**src/rtl/alu_arbiter_seq_if.sv**
```systemverilog
// Bus bundle for alu_arbiter_seq: two request channels, the shared-ALU port and the response channel.
// The req*_mul bits exist only when ALU_ARBITER_SEQ_MUL_EN is defined.
interface alu_arbiter_seq_if #(
   parameter int unsigned WIDTH = 4
);
   logic             req0_valid;
   logic             req0_ready;
   logic [2:0]       req0_op;
   logic [WIDTH-1:0] req0_a;
   logic [WIDTH-1:0] req0_b;
   logic             req1_valid;
   logic             req1_ready;
   logic [2:0]       req1_op;
   logic [WIDTH-1:0] req1_a;
   logic [WIDTH-1:0] req1_b;
`ifdef ALU_ARBITER_SEQ_MUL_EN
   logic             req0_mul;
   logic             req1_mul;
`endif
   logic [WIDTH-1:0] alu_a;
   logic [WIDTH-1:0] alu_b;
   logic [2:0]       alu_sel;
   logic [WIDTH-1:0] alu_out;
   logic             alu_zero;
   logic             alu_overflow;
   logic             alu_carry;
   logic             rsp_valid;
   logic             rsp_ready;
   logic             rsp_id;
   logic [WIDTH-1:0] rsp_data;
   logic [2:0]       rsp_flags;

   // Requesters, ALU and response consumer together.
   modport master (
      output req0_valid, req0_op, req0_a, req0_b,
      input  req0_ready,
      output req1_valid, req1_op, req1_a, req1_b,
      input  req1_ready,
`ifdef ALU_ARBITER_SEQ_MUL_EN
      output req0_mul, req1_mul,
`endif
      input  alu_a, alu_b, alu_sel,
      output alu_out, alu_zero, alu_overflow, alu_carry,
      input  rsp_valid, rsp_id, rsp_data, rsp_flags,
      output rsp_ready
   );

   // The arbiter itself.
   modport slave (
      input  req0_valid, req0_op, req0_a, req0_b,
      output req0_ready,
      input  req1_valid, req1_op, req1_a, req1_b,
      output req1_ready,
`ifdef ALU_ARBITER_SEQ_MUL_EN
      input  req0_mul, req1_mul,
`endif
      output alu_a, alu_b, alu_sel,
      input  alu_out, alu_zero, alu_overflow, alu_carry,
      output rsp_valid, rsp_id, rsp_data, rsp_flags,
      input  rsp_ready
   );
endinterface

```
**src/rtl/alu_arbiter_seq.sv**
```systemverilog
// Round-robin sharing of one combinational ALU between two requesters, with a held response channel.
// Optional shift-add multiply through the same ALU when ALU_ARBITER_SEQ_MUL_EN is defined.
module alu_arbiter_seq #(
   parameter int unsigned WIDTH   = 4,
   parameter bit          RR_INIT = 1'b0
) (
   input  logic             clk,
   input  logic             rst,
   alu_arbiter_seq_if.slave bus
);
   typedef enum logic [1:0] {
      IDLE = 2'd0,
      EXEC = 2'd1,
      RESP = 2'd2
`ifdef ALU_ARBITER_SEQ_MUL_EN
      , MUL = 2'd3
`endif
   } state_t;

   state_t           state;
   logic             prio;
   logic [WIDTH-1:0] a_q;
   logic [WIDTH-1:0] b_q;
   logic [2:0]       sel_q;
   logic             rsp_valid_q;
   logic             rsp_id_q;
   logic [WIDTH-1:0] rsp_data_q;
   logic [2:0]       rsp_flags_q;

   logic             any_valid_c;
   logic             grant_c;
   logic [2:0]       op_c;
   logic [WIDTH-1:0] a_c;
   logic [WIDTH-1:0] b_c;

   // Priority holder only matters when both requesters are valid.
   assign any_valid_c = bus.req0_valid | bus.req1_valid;
   assign grant_c     = (bus.req0_valid & bus.req1_valid) ? prio : bus.req1_valid;
   assign op_c        = grant_c ? bus.req1_op : bus.req0_op;
   assign a_c         = grant_c ? bus.req1_a  : bus.req0_a;
   assign b_c         = grant_c ? bus.req1_b  : bus.req0_b;

   assign bus.req0_ready = ~rst & (state == IDLE) & bus.req0_valid & ~grant_c;
   assign bus.req1_ready = ~rst & (state == IDLE) & bus.req1_valid &  grant_c;

   assign bus.alu_a     = a_q;
   assign bus.alu_b     = b_q;
   assign bus.alu_sel   = sel_q;
   assign bus.rsp_valid = rsp_valid_q;
   assign bus.rsp_id    = rsp_id_q;
   assign bus.rsp_data  = rsp_data_q;
   assign bus.rsp_flags = rsp_flags_q;

`ifdef ALU_ARBITER_SEQ_MUL_EN
   localparam int unsigned CNT_W = (WIDTH > 1) ? $clog2(WIDTH) : 1;

   logic [CNT_W-1:0] cnt;
   logic [WIDTH-1:0] mul_a;
   logic [WIDTH-1:0] mul_b;
   logic             mul_carry;
   logic             mul_c;
   logic             take_c;
   logic [WIDTH-1:0] acc_next_c;
   logic             carry_next_c;

   // alu_a doubles as the accumulator; the ALU adds the shifted partial when b[i] is set.
   assign mul_c        = grant_c ? bus.req1_mul : bus.req0_mul;
   assign take_c       = mul_b[cnt];
   assign acc_next_c   = take_c ? bus.alu_out : a_q;
   assign carry_next_c = mul_carry | (take_c & bus.alu_carry);
`endif

   always_ff @(posedge clk) begin
      if (rst) begin
         state       <= IDLE;
         prio        <= RR_INIT;
         a_q         <= '0;
         b_q         <= '0;
         sel_q       <= '0;
         rsp_valid_q <= 1'b0;
         rsp_id_q    <= 1'b0;
         rsp_data_q  <= '0;
         rsp_flags_q <= '0;
`ifdef ALU_ARBITER_SEQ_MUL_EN
         cnt         <= '0;
         mul_a       <= '0;
         mul_b       <= '0;
         mul_carry   <= 1'b0;
`endif
      end else begin
         case (state)
            IDLE: begin
               if (any_valid_c) begin
                  prio     <= ~grant_c;
                  rsp_id_q <= grant_c;
                  sel_q    <= op_c;
                  a_q      <= a_c;
                  b_q      <= b_c;
                  state    <= EXEC;
`ifdef ALU_ARBITER_SEQ_MUL_EN
                  if (mul_c) begin
                     sel_q     <= 3'b000;
                     a_q       <= '0;
                     b_q       <= a_c;
                     mul_a     <= a_c;
                     mul_b     <= b_c;
                     cnt       <= '0;
                     mul_carry <= 1'b0;
                     state     <= MUL;
                  end
`endif
               end
            end
            EXEC: begin
               rsp_data_q  <= bus.alu_out;
               rsp_flags_q <= {bus.alu_overflow, bus.alu_carry, bus.alu_zero};
               rsp_valid_q <= 1'b1;
               state       <= RESP;
            end
            RESP: begin
               if (bus.rsp_ready) begin
                  rsp_valid_q <= 1'b0;
                  state       <= IDLE;
               end
            end
`ifdef ALU_ARBITER_SEQ_MUL_EN
            MUL: begin
               if (cnt == CNT_W'(WIDTH - 1)) begin
                  rsp_data_q  <= acc_next_c;
                  rsp_flags_q <= {1'b0, carry_next_c, acc_next_c == '0};
                  rsp_valid_q <= 1'b1;
                  state       <= RESP;
               end else begin
                  a_q       <= acc_next_c;
                  b_q       <= mul_a << (cnt + CNT_W'(1));
                  cnt       <= cnt + CNT_W'(1);
                  mul_carry <= carry_next_c;
               end
            end
`endif
            default: state <= IDLE;
         endcase
      end
   end
endmodule

```
**src/flat_wrapper.sv**
```systemverilog
// flat-port wrapper written by rule: the top's interface ports become plain ports
module alu_arbiter_seq_flat 
#(
   parameter int unsigned WIDTH   = 4,
   parameter bit          RR_INIT = 1'b0
)
  (clk, rst, bus_req0_valid, bus_req0_op, bus_req0_a, bus_req0_b, bus_req0_ready, bus_req1_valid, bus_req1_op, bus_req1_a, bus_req1_b, bus_req1_ready, bus_alu_a, bus_alu_b, bus_alu_sel, bus_alu_out, bus_alu_zero, bus_alu_overflow, bus_alu_carry, bus_rsp_valid, bus_rsp_id, bus_rsp_data, bus_rsp_flags, bus_rsp_ready);
  alu_arbiter_seq_if #(.WIDTH(WIDTH)) bus_i ();
  input  logic clk;
  input  logic rst;
  input wire logic [$bits(bus_i.req0_valid)-1:0] bus_req0_valid;
  input wire logic [$bits(bus_i.req0_op)-1:0] bus_req0_op;
  input wire logic [$bits(bus_i.req0_a)-1:0] bus_req0_a;
  input wire logic [$bits(bus_i.req0_b)-1:0] bus_req0_b;
  output wire logic [$bits(bus_i.req0_ready)-1:0] bus_req0_ready;
  input wire logic [$bits(bus_i.req1_valid)-1:0] bus_req1_valid;
  input wire logic [$bits(bus_i.req1_op)-1:0] bus_req1_op;
  input wire logic [$bits(bus_i.req1_a)-1:0] bus_req1_a;
  input wire logic [$bits(bus_i.req1_b)-1:0] bus_req1_b;
  output wire logic [$bits(bus_i.req1_ready)-1:0] bus_req1_ready;
  output wire logic [$bits(bus_i.alu_a)-1:0] bus_alu_a;
  output wire logic [$bits(bus_i.alu_b)-1:0] bus_alu_b;
  output wire logic [$bits(bus_i.alu_sel)-1:0] bus_alu_sel;
  input wire logic [$bits(bus_i.alu_out)-1:0] bus_alu_out;
  input wire logic [$bits(bus_i.alu_zero)-1:0] bus_alu_zero;
  input wire logic [$bits(bus_i.alu_overflow)-1:0] bus_alu_overflow;
  input wire logic [$bits(bus_i.alu_carry)-1:0] bus_alu_carry;
  output wire logic [$bits(bus_i.rsp_valid)-1:0] bus_rsp_valid;
  output wire logic [$bits(bus_i.rsp_id)-1:0] bus_rsp_id;
  output wire logic [$bits(bus_i.rsp_data)-1:0] bus_rsp_data;
  output wire logic [$bits(bus_i.rsp_flags)-1:0] bus_rsp_flags;
  input wire logic [$bits(bus_i.rsp_ready)-1:0] bus_rsp_ready;
  assign bus_i.req0_valid = bus_req0_valid;
  assign bus_i.req0_op = bus_req0_op;
  assign bus_i.req0_a = bus_req0_a;
  assign bus_i.req0_b = bus_req0_b;
  assign bus_req0_ready = bus_i.req0_ready;
  assign bus_i.req1_valid = bus_req1_valid;
  assign bus_i.req1_op = bus_req1_op;
  assign bus_i.req1_a = bus_req1_a;
  assign bus_i.req1_b = bus_req1_b;
  assign bus_req1_ready = bus_i.req1_ready;
  assign bus_alu_a = bus_i.alu_a;
  assign bus_alu_b = bus_i.alu_b;
  assign bus_alu_sel = bus_i.alu_sel;
  assign bus_i.alu_out = bus_alu_out;
  assign bus_i.alu_zero = bus_alu_zero;
  assign bus_i.alu_overflow = bus_alu_overflow;
  assign bus_i.alu_carry = bus_alu_carry;
  assign bus_rsp_valid = bus_i.rsp_valid;
  assign bus_rsp_id = bus_i.rsp_id;
  assign bus_rsp_data = bus_i.rsp_data;
  assign bus_rsp_flags = bus_i.rsp_flags;
  assign bus_i.rsp_ready = bus_rsp_ready;
  alu_arbiter_seq #(.WIDTH(WIDTH), .RR_INIT(RR_INIT)) u_core (.clk(clk), .rst(rst), .bus(bus_i));
endmodule
```
**config.mk**
```make
export PLATFORM = sky130hd
export DESIGN_NAME = alu_arbiter_seq_flat
export DESIGN_NICKNAME = d
export VERILOG_FILES = /design/src/rtl/alu_arbiter_seq_if.sv /design/src/rtl/alu_arbiter_seq.sv /design/src/flat_wrapper.sv
export SDC_FILE = /design/constraint.sdc
export NUM_CORES = 1
export LEC_CHECK = 0
export ABC_AREA = 1
export BUFFER_PORTS_ARGS = -buffer_cell sky130_fd_sc_hd__buf_4
export CORE_ASPECT_RATIO = 2
export CORE_MARGIN = 4
export CORE_UTILIZATION = 35
export CTS_BUF_LIST = sky130_fd_sc_hd__clkbuf_16
export CTS_CLUSTER_DIAMETER = 80
export DETAILED_ROUTE_END_ITERATION = 16
export SLEW_MARGIN = 20
export SYNTH_ARGS = -nofsm -noshare
export SYNTH_HDL_FRONTEND = slang
export SYNTH_SLANG_ARGS = --single-unit
```
**constraint.sdc**
```tcl
create_clock -name clk -period 1.35 [get_ports clk]
set_clock_uncertainty 0.1 [all_clocks]
set_input_delay 0.135 -clock clk [delete_from_list [all_inputs] [get_ports clk]]
set_output_delay 0.135 -clock clk [all_outputs]
set_load 0.02 [all_outputs]
```
==> out/summary.txt <==
Data arrival, critical path - 1.14 ns
leakage power summed over all cells - 0.000959 uW
I/O Buffers - 55
number of sinks handled by clock tree synthesis - 23
setup slack of the most critical reg-to-reg path - 0.02 ns
most area-hungry cell type in the Yosys netlist - sky130_fd_sc_hd__dfxtp_1
remaining max-slew budget at the tightest pin - 0.661
number of antenna violations at the first check in global routing - 0
total die area - 4570 um2
number of unique standard cell types used by synthesis - 18
netlist area before placement - 1220 um2
power density of the placed cells - 1150 nW/um2
filler-free cell count of the finished design - 275
element type at the critical path end - output port
critical path class - flip-flop to output port
dpl hpwl - 2240 um
setup repair after global routing missed its margin - true
Hold Worst Slack - -0.000308 ns
commonest non-fill, non-tap cell in the layout - sky130_fd_sc_hd__buf_4
count of vias placed by the detailed router - 1274
number of levels in the clock H-tree - 1
Clk Latency, worst-skew pair - 0.25 ns
required time at the endpoint of the critical path - 1.12 ns
Tightest Pin Transition - 0.508 ns
outcome - finished, violations left
fraction of power spent switching nets - 0.309
die width - 49.8 um
worst r2r src - u_core.state[1]$_SDFFE_PP0P_
peak supply drop - 0.657 mV
Clk pwr share - 0.293
Mean Syn Cell Area - 6.81 um2
total grt overflow - 0
starting utilization of the core area - 0.363
share of the clock period used by the worst path - 1.02
shortest period the worst path allows - 1.38 ns
fraction of layout cells with a size suffix above 1 - 0.477
top library cells by usage in the layout, fill and taps aside - sky130_fd_sc_hd__buf_4, sky130_fd_sc_hd__nand2_1, sky130_fd_sc_hd__inv_1
Detailed Route Iter0 Violations - 24
P_sw - 666 uW
max-slew violations - 0
cell types with the largest area share after synthesis - sky130_fd_sc_hd__dfxtp_1, sky130_fd_sc_hd__nor2_2, sky130_fd_sc_hd__nand2_1, sky130_fd_sc_hd__inv_1, sky130_fd_sc_hd__nor2_1
Total Wirelength - 3270 um
sequential share of the synthesized area - 0.376
share of the core filled with cells - 0.554
number of placed I/O pins - 56
maximum number of pins on one net before global-route repair - 23
timing endpoint of the critical path - bus_req0_ready
DRC errors left - 0
upper clock frequency limit - 727 MHz
endpoint of the most critical register-to-register path - u_core.bus.alu_sel[0]$_SDFFE_PP0P_
clk slew on worst S/H paths - 0.06 ns
GPL Wtd Cong - 0.723
placed cells - 262
Register-to-Register Path Depth - 8
std cell rows - 30
number of buffers created by CTS - 3
NumNets Final - 278
cell count after synthesis - 180
crit path max fanout - 3
final setup violation count - 1
cell at the root of the clock tree - sky130_fd_sc_hd__clkbuf_16
TritonCTS clock tree - yes
type of the worst min-delay path - primary input to flip-flop
via count of the first global-routing pass - 1195
setup slack after layout - -0.0264 ns
average vias per placed instance - 4.63
violations in the final reports - hold timing, setup timing
number of routed nets with antenna violations - 0
post-detailed-route wirelength per cell - 11.9 um
chip height - 91.7 um
Critical Path Start - u_core.state[0]$_SDFFE_PP0P_
count of final hold-check violations - 1
total inserted antenna cells - 0
number of iterations in the first detailed-routing pass - 4
Clock Path Buffers - 2
internal power - 1490 uW
syn_nets - 214
number of flip-flops and latches in the synthesized netlist - 23
gr usage total - 0.146
cell area after placement - 1650 um2
growth of design area from synthesis to finish - 52.8%
reported max-cap violation count - 0
Worst Setup Start Kind - flip-flop
TNS Setup - -0.0264 ns
first-pass GRT wire length - 5260 um
proportion of netlist area held by the largest area contributor - 0.376
Syn. warnings - 0
final design instance area without fill - 1870 um2
Seq pwr share - 0.371
Floorplan Core Area - 3380 um2
combinational fraction of design power - 0.336
-- worst max-delay path: stages (launching register included) --
cell and delay, ns:
sky130_fd_sc_hd__dfxtp_2 0.34, sky130_fd_sc_hd__nor2_4 0.14, sky130_fd_sc_hd__nand2_2 0.07, sky130_fd_sc_hd__nor3b_2 0.17, sky130_fd_sc_hd__buf_4 0.16
-- Yosys cell counts --
cell,n
sky130_fd_sc_hd__a21boi_0,1
sky130_fd_sc_hd__a21oi_1,14
sky130_fd_sc_hd__buf_2,3
sky130_fd_sc_hd__buf_4,1
sky130_fd_sc_hd__buf_6,4
sky130_fd_sc_hd__clkbuf_1,1
sky130_fd_sc_hd__dfxtp_1,23
sky130_fd_sc_hd__inv_1,24
sky130_fd_sc_hd__inv_2,3
sky130_fd_sc_hd__nand2_1,29
sky130_fd_sc_hd__nand2_2,10
sky130_fd_sc_hd__nand3_1,12
sky130_fd_sc_hd__nand3b_1,1
sky130_fd_sc_hd__nor2_1,23
sky130_fd_sc_hd__nor2_2,22
sky130_fd_sc_hd__nor3b_1,1
sky130_fd_sc_hd__o21ai_0,7
sky130_fd_sc_hd__o21ai_2,1
-- stage by stage --
step | total power (uW) | hold WS [ns] | setup slack [ns]
floorplan | 1220 | 0.104 | 0.0208
global placement | 1460 | 0.236 | 0.126
detailed placement | 1460 | 0.239 | 0.111
CTS | 2140 | 0.000499 | -0.0285
global route | 2290 | 0.00646 | -0.0712
finish | 2150 | -0.000308 | -0.0264
-- metal layers --
metal	up-vias	part of all wire	routed length [um]	global-route usage
li1	671	-	-	-
met1	559	0.38	1240	0.157
met2	42	0.54	1770	0.260
met3	2	0.073	240	0.0423
met4	0	0.0058	19	0.0554
met5	-	0	0	0
-- how the worst min path moves through the flow --
stage	from	to	depth (start not counted)
after floorplan	rst	u_core.bus.rsp_id$_SDFFE_PP0P_	1
final	bus_alu_out[0]	u_core.bus.rsp_data[0]$_SDFFE_PP0P_	3
after global placement	rst	u_core.bus.rsp_id$_SDFFE_PP0P_	2
after detailed placement	rst	u_core.bus.rsp_id$_SDFFE_PP0P_	2
after global routing	bus_alu_out[0]	u_core.bus.rsp_data[0]$_SDFFE_PP0P_	3
after CTS	bus_alu_out[0]	u_core.bus.rsp_data[0]$_SDFFE_PP0P_	3
-- power groups by stage --
stage / sequential [uW] / combinational [uW] / clock [uW]
after floorplan: 892 / 331 / 0
after global routing: 810 / 799 / 686
final: 800 / 724 / 631
after CTS: 800 / 684 / 657
after global placement: 812 / 647 / 0
after detailed placement: 814 / 650 / 0
-- registers in the layout, indices dropped and copies added (netlist names) --
signal and count:
u_core.bus.alu_a 4, u_core.bus.alu_b 4, u_core.bus.rsp_data 4, u_core.bus.alu_sel 3
u_core.bus.rsp_flags 3, u_core.state 2, u_core.bus.rsp_id 1, u_core.bus.rsp_valid 1
u_core.prio 1
-- cells by family (layout without fill, tap and decap cells) --
group                  count (synthesis)  in the layout  synth area share
AND/OR/NAND/NOR                       98             98             0.384
buffers and inverters                 36             99             0.141
flip-flops                            23             23             0.376
AO/OA/AOI/OAI                         23             23            0.0991
-- final cells by class --
type                       instances  area, um2
clock buffer                       3       75.1
clock inverter                     1       3.75
fill                             335       1510
inverter                          27        104
multi-input combinational        121        631
sequential                        23        467
tap                               32       40.0
timing repair buffer              68        552
-- timing repair --
action / 4_1_cts / 5_1_grt
gates resized for setup: 10 / 9
setup endpoints to repair: 2 / 9
pin swaps: 2 / 6
gates cloned: 0 / 1
endpoints found under the hold margin: 5 / 0
hold buffers: 3 / 0
buffers inserted: 3 / 2
(Power assumes the default switching activity.)
